File: src/rtl/imem_loader_pkg.sv
// Shared definitions for the instruction-memory loader and the instruction memory model:
// FSM state encoding and the big-endian byte-lane order.
package imem_loader_pkg;

    typedef enum logic [1:0] {
        ST_IDLE  = 2'd0,
        ST_RECV  = 2'd1,
        ST_WRITE = 2'd2,
        ST_FIN   = 2'd3
    } state_t;

    // Byte lane 0 sits at [31:24]; later lanes move down by 8 bits.
    localparam logic [4:0] LANE0_SHIFT = 5'd24;

    function automatic logic [31:0] place_byte(input logic [31:0] word,
                                               input logic [1:0]  idx,
                                               input logic [7:0]  data);
        logic [4:0] sh;
        sh = LANE0_SHIFT - {idx, 3'b000};
        return (word & ~(32'h0000_00ff << sh)) | ({24'h0, data} << sh);
    endfunction

endpackage

File: src/rtl/imem_loader_word_packer.sv
// Assembles four stream bytes into one big-endian word and keeps a running XOR checksum.
module imem_word_packer
    import imem_loader_pkg::*;
(
    input  logic        clk,
    input  logic        rst_n,
    input  logic        clear,
    input  logic        discard,
    input  logic        accept,
    input  logic [7:0]  byte_in,
    output logic [31:0] word,
    output logic        word_done,
    output logic [7:0]  checksum
);

    logic [1:0]  idx;
    logic [31:0] asm_q;

    // The completed word is presented combinationally so the caller can register it on the 4th byte.
    always_comb begin
        word      = place_byte(asm_q, idx, byte_in);
        word_done = accept && (idx == 2'd3);
    end

    always_ff @(posedge clk or negedge rst_n) begin
        if (!rst_n) begin
            idx      <= 2'd0;
            asm_q    <= 32'h0;
            checksum <= 8'h0;
        end else if (clear || discard) begin
            idx   <= 2'd0;
            asm_q <= 32'h0;
            if (clear)
                checksum <= 8'h0;
        end else if (accept) begin
            idx      <= idx + 2'd1;
            asm_q    <= word_done ? 32'h0 : word;
            checksum <= checksum ^ byte_in;
        end
    end

endmodule

File: src/rtl/imem_loader.sv
// Streams bytes into the instruction memory as big-endian words while holding the CPU in reset.
module imem_loader
    import imem_loader_pkg::*;
#(
    parameter int ADDR_W = 10,
    parameter int LEN_W  = 9
) (
    input  logic              CLK,
    input  logic              RESET_N,
    input  logic              START,
    input  logic [ADDR_W-1:0] BASE_ADDR,
    input  logic [LEN_W-1:0]  LEN,
    input  logic              ABORT,
    input  logic [7:0]        BYTE_IN,
    input  logic              BYTE_VALID,
    output logic              BYTE_READY,
    output logic              IM_WE,
    output logic [ADDR_W-1:0] IM_ADDR,
    output logic [31:0]       IM_WDATA,
    input  logic              IM_WREADY,
    output logic              CPU_HOLD,
    output logic              BUSY,
    output logic              DONE,
    output logic [LEN_W-1:0]  WORD_CNT,
    output logic [7:0]        CHECKSUM
);

    state_t           state;
    logic [LEN_W-1:0] remaining;
    logic             pk_clear;
    logic             pk_accept;
    logic [31:0]      pk_word;
    logic             pk_word_done;

    assign pk_clear  = (state == ST_IDLE) && START && !ABORT;
    // A byte arriving alongside ABORT is dropped.
    assign pk_accept = (state == ST_RECV) && BYTE_READY && BYTE_VALID && !ABORT;

    imem_word_packer u_packer (
        .clk       (CLK),
        .rst_n     (RESET_N),
        .clear     (pk_clear),
        .discard   (ABORT),
        .accept    (pk_accept),
        .byte_in   (BYTE_IN),
        .word      (pk_word),
        .word_done (pk_word_done),
        .checksum  (CHECKSUM)
    );

    always_ff @(posedge CLK or negedge RESET_N) begin
        if (!RESET_N) begin
            state      <= ST_IDLE;
            remaining  <= '0;
            BYTE_READY <= 1'b0;
            IM_WE      <= 1'b0;
            IM_ADDR    <= '0;
            IM_WDATA   <= 32'h0;
            CPU_HOLD   <= 1'b0;
            BUSY       <= 1'b0;
            DONE       <= 1'b0;
            WORD_CNT   <= '0;
        end else if (ABORT) begin
            state      <= ST_IDLE;
            BYTE_READY <= 1'b0;
            IM_WE      <= 1'b0;
            CPU_HOLD   <= 1'b0;
            BUSY       <= 1'b0;
            DONE       <= 1'b0;
        end else begin
            DONE <= 1'b0;
            case (state)
                ST_IDLE: begin
                    if (START) begin
                        WORD_CNT <= '0;
                        if (LEN != '0) begin
                            IM_ADDR    <= BASE_ADDR & ~ADDR_W'(3);
                            remaining  <= LEN;
                            BYTE_READY <= 1'b1;
                            BUSY       <= 1'b1;
                            CPU_HOLD   <= 1'b1;
                            state      <= ST_RECV;
                        end else begin
                            state <= ST_FIN;
                        end
                    end
                end
                ST_RECV: begin
                    if (pk_word_done) begin
                        IM_WDATA   <= pk_word;
                        IM_WE      <= 1'b1;
                        BYTE_READY <= 1'b0;
                        state      <= ST_WRITE;
                    end
                end
                ST_WRITE: begin
                    if (IM_WREADY) begin
                        IM_WE     <= 1'b0;
                        IM_ADDR   <= IM_ADDR + ADDR_W'(4);
                        WORD_CNT  <= WORD_CNT + LEN_W'(1);
                        remaining <= remaining - LEN_W'(1);
                        if (remaining == LEN_W'(1)) begin
                            state <= ST_FIN;
                        end else begin
                            BYTE_READY <= 1'b1;
                            state      <= ST_RECV;
                        end
                    end
                end
                ST_FIN: begin
                    DONE     <= 1'b1;
                    CPU_HOLD <= 1'b0;
                    BUSY     <= 1'b0;
                    state    <= ST_IDLE;
                end
                default: state <= ST_IDLE;
            endcase
        end
    end

endmodule

File: config.mk
export PLATFORM = sky130hd
export DESIGN_NAME = imem_loader
export DESIGN_NICKNAME = d
export VERILOG_FILES = /design/src/rtl/imem_loader_pkg.sv /design/src/rtl/imem_loader_word_packer.sv /design/src/rtl/imem_loader.sv
export SDC_FILE = /design/constraint.sdc
export NUM_CORES = 1
export LEC_CHECK = 0
export CAP_MARGIN = 5
export CELL_PAD_IN_SITES_DETAIL_PLACEMENT = 1
export CELL_PAD_IN_SITES_GLOBAL_PLACEMENT = 1
export CORE_MARGIN = 2
export CORE_UTILIZATION = 44
export CTS_BUF_LIST = sky130_fd_sc_hd__clkbuf_8
export DETAILED_ROUTE_END_ITERATION = 10
export GPL_TIMING_DRIVEN = 0
export PLACE_DENSITY = 0.95
export SLEW_MARGIN = 40
export SYNTH_ARGS = -nofsm -noshare
export SYNTH_HDL_FRONTEND = slang
export SYNTH_SLANG_ARGS = --single-unit
export TNS_END_PERCENT = 100
File: constraint.sdc
create_clock -name CLK -period 4.1 [get_ports CLK]
set_clock_uncertainty 0.15 [all_clocks]
set_input_delay 0.82 -clock CLK [delete_from_list [all_inputs] [get_ports CLK]]
set_output_delay 0.82 -clock CLK [all_outputs]
set_load 0.1 [all_outputs]
==> results.py <==
metrics = {
    "status": {
        "outcome": "completed",
    },
    "placement": {
        "hpwl_um": 10600,
        "dp_slack_ps": 956,
        "place_inst": 734,
        "io_buffer_count": 84,
        "postPlaceCellArea_um2": 5640,
        "globalplace.congestion": 0.847,
    },
    "clocking": {
        "ctsHoldBuffers": 0,
        "cts_sinks": 98,
        "cts_buffers": 9,
        "cts_root_buf": "clkbuf_8",
        "post_cts_resized": 0,
        "ctsHtreeMaxLevel": 3,
        "clockBufferDepth": 2,
        "cts_tree": "built",
        "post_cts_buffers": 0,
        "insertion_delay_ps": 390,
        "path_clk_slew_ps": 100,
    },
    "grt": {
        "grtUsageMet1": 0.313,
        "grt.busiest_layer": "met2",
        "grt_antenna_before_repair": 0,
        "grt_use_total": 0.251,
        "overflow": 0,
        "grt_max_degree": 79,
        "grtUsageMet3": 0.0362,
        "grt_util_met2": 0.437,
        "grt_pass1_wl_um": 23200,
        "grt_pass1_vias": 4610,
    },
    "synth": {
        "yosys-top-cells-area": "dfrtp_1 (50%), nor2_1 (6.1%), a22o_1 (5.4%)",
        "yosysUniqueCellTypes": 52,
        "yosys_register_bits": 98,
        "synthArstFlopShare": 1.00,
        "synth_simple_gate_area_frac": 0.199,
        "avgSynthCellArea_um2": 9.64,
        "synthXorXnorAreaFrac": 0.0179,
        "synth_edf_count": 0,
        "synthCells": 508,
        "syn-cell-area_um2": 4900,
        "synth_fa_ha_area_frac": 0.0307,
        "synth.area.mux_share": 0.00818,
        "ys.flop_type": "dfrtp_1",
        "ys_seq_area_frac": 0.501,
        "synth_compound_area_frac": 0.201,
        "synth_top_family_by_area": "compound AO/OA/AOI/OAI gates",
        "yosysWarnings": 0,
        "yosysTopAreaCell": "dfrtp_1",
        "synth_top_area_frac": 0.501,
    },
    "timing": {
        "relSlewSlack": 0.524,
        "worstMarginPinSlew_ps": 709,
        "max_clock_freq_mhz": 351,
        "fin_crit_ps": 2850,
        "layout_setup_ws_ps": 1250,
        "min_period_over_period": 0.694,
        "drv_slew": 0,
        "setup_violations": 0,
        "hold_viol_final": 0,
        "rsz0062_at_grt": "no",
    },
    "worst_setup_path": {
        "cp.required_ps": 4190,
        "cp_slowest_stage_delay_ps": 490,
        "cpLargestDelayFamily": "simple AND/OR/NAND/NOR gates",
        "crit_buf_inv": 2,
        "worstSetupEndpointType": "flip-flop",
        "worstPathArrival_ps": 2930,
        "startpoint_type": "primary input",
        "crit_chain": "clkdlybuf4s50_1 -> nor4_1 -> nand3_1 -> clkbuf_1 -> nand3_1 -> o21ai_0",
        "path_class": "primary input to flip-flop",
        "cp_max_fo": 10,
        "cpMaxStageDelayCell": "nand3_1",
        "crit_top_cell": "nand3_1",
    },
    "route": {
        "dr.pass1.iters": 4,
        "wl_um": 14600,
        "drtIter0Drc": 175,
        "viasPerCell": 5.87,
        "vias": 4399,
        "route.detailed.drc": 0,
        "post_drt_wl_per_cell_um": 19.5,
        "drtAntennaViolNets": 0,
    },
    "final_layout": {
        "layout.area.seq_um2": 2450,
        "n_antenna_cell": 0,
        "final_common_cell": "dfrtp_1",
        "drive_gt1_frac": 0.169,
        "postLayoutCellArea_um2": 5840,
        "final_cell_mix": "dfrtp_1 (98), nor2_1 (80), buf_2 (65), nand2_1 (45), a22o_1 (30)",
        "fill_cells": 1273,
        "nNetsFinal": 650,
        "fin_cells": 749,
        "multi_input_area_um2": 2240,
        "area_delta_synth_final_pct": 19.2,
    },
    "floorplanning": {
        "initial_core_util": 0.452,
        "core_um2": 10800,
        "fp.dieH_um": 110,
        "ioPinCount": 97,
        "dieArea_um2": 12000,
        "die_w_um": 110,
        "placementRows": 38,
    },
    "run": {
        "maxCapViolCount": 0,
    },
    "worst_hold_path": {
        "hp-class": "primary input to asynchronous set/reset pin",
    },
    "power": {
        "powerDensity_nw_per_um2": 572,
        "max-vdd-ir-drop_v": 0.000481,
        "p_leak_uw": 0.00276,
    },
}
[worst reg2reg max path: stages, from the launching register on]
cell and delay, ps:
dfrtp_1 460, inv_1 120, ha_1 350, nor4b_2 410
nand3_1 460, clkbuf_1 400, nand3_1 170, o21ai_0 140
[cell families after synthesis]
group	after synthesis
simple gates	201
buf+inv	48
fa+ha+maj	12
xor+xnor	10
mux	4
flops	98
compound gates	134
other cells	1
[registers in the layout, indices dropped and copies added (netlist names)]
| register | count |
|---|---|
| DONE | 1 |
| IM_ADDR | 8 |
| BYTE_READY | 1 |
| remaining | 9 |
| u_packer.asm_q | 24 |
| state | 2 |
| IM_WDATA | 32 |
| IM_WE | 1 |
| u_packer.idx | 2 |
| WORD_CNT | 9 |
| BUSY | 1 |
| u_packer.checksum | 8 |
[report_power, final]
| group | switching (uW) | total, uW | leakage [uW] | internal (uW) |
|---|---|---|---|---|
| clock network | 369 | 655 | 0.0000967 | 286 |
| registers | 167 | 1250 | 0.00132 | 1090 |
| logic | 1060 | 1430 | 0.00135 | 375 |
| total | 1590 | 3340 | 0.00276 | 1750 |
[layer usage]
| metal | part of all wire | wire length [um] | vias to the layer above |
|---|---|---|---|
| li1 | - | - | 2013 |
| met1 | 0.41 | 6030 | 2219 |
| met2 | 0.52 | 7610 | 148 |
| met3 | 0.049 | 713 | 19 |
| met4 | 0.016 | 238 | 0 |
| met5 | 0 | 0 | - |
[cell type report]
class / instances / area share
inverter: 15 / 0.00965
clock buffer: 9 / 0.0212
multi-input combinational: 363 / 0.384
buffer: 33 / 0.0257
clock inverter: 6 / 0.0124
tap: 140 / 0.0300
sequential: 98 / 0.420
timing repair buffer: 85 / 0.0965
[synth_stat cells (5+ instances only)]
cell type	instances
nand4_1	7
nand3_1	23
nor2_1	80
clkbuf_1	25
a211oi_1	8
dfrtp_1	98
nand2b_1	8
a221oi_1	25
xor2_1	8
nand2_1	45
a31oi_1	6
a21o_1	5
o31ai_1	9
o21ai_0	9
a22o_1	30
inv_1	15
ha_1	12
a21oi_1	18
o21ai_1	12
[per-stage QoR]
| step | hold slack (ps) | setup TNS (ps) | total power (uW) | util |
|---|---|---|---|---|
| finish | 107 | 0 | 3340 | 0.538 |
| global route | 107 | 0 | 3500 | 0.538 |
| CTS | 106 | 0 | 3340 | 0.538 |
| detailed placement | 308 | 0 | 2680 | 0.520 |
| global placement | 310 | -153860 | 2680 | 0.546 |
| floorplan | 316 | 0 | 2330 | - |
[worst paths after layout]
path	start	to	slack, ps	cells after the start
worst max-delay path	LEN[2]	remaining[1]$_DFFE_PN0P_	1250	6
worst min-delay path	RESET_N	IM_ADDR[8]$_DFFE_PN0P_	110	1
worst max register to register	state[0]$_DFFE_PN0P_	remaining[1]$_DFFE_PN0P_	1300	7
worst min register to register	IM_WDATA[4]$_DFFE_PN0P_	IM_WDATA[4]$_DFFE_PN0P_	330	2
max in group asynchronous	RESET_N	u_packer.checksum[5]$_DFFE_PN0P_	3070	2
min in group CLK	IM_WDATA[4]$_DFFE_PN0P_	IM_WDATA[4]$_DFFE_PN0P_	330	2
Note: power is estimated with default switching activity, not from simulation.
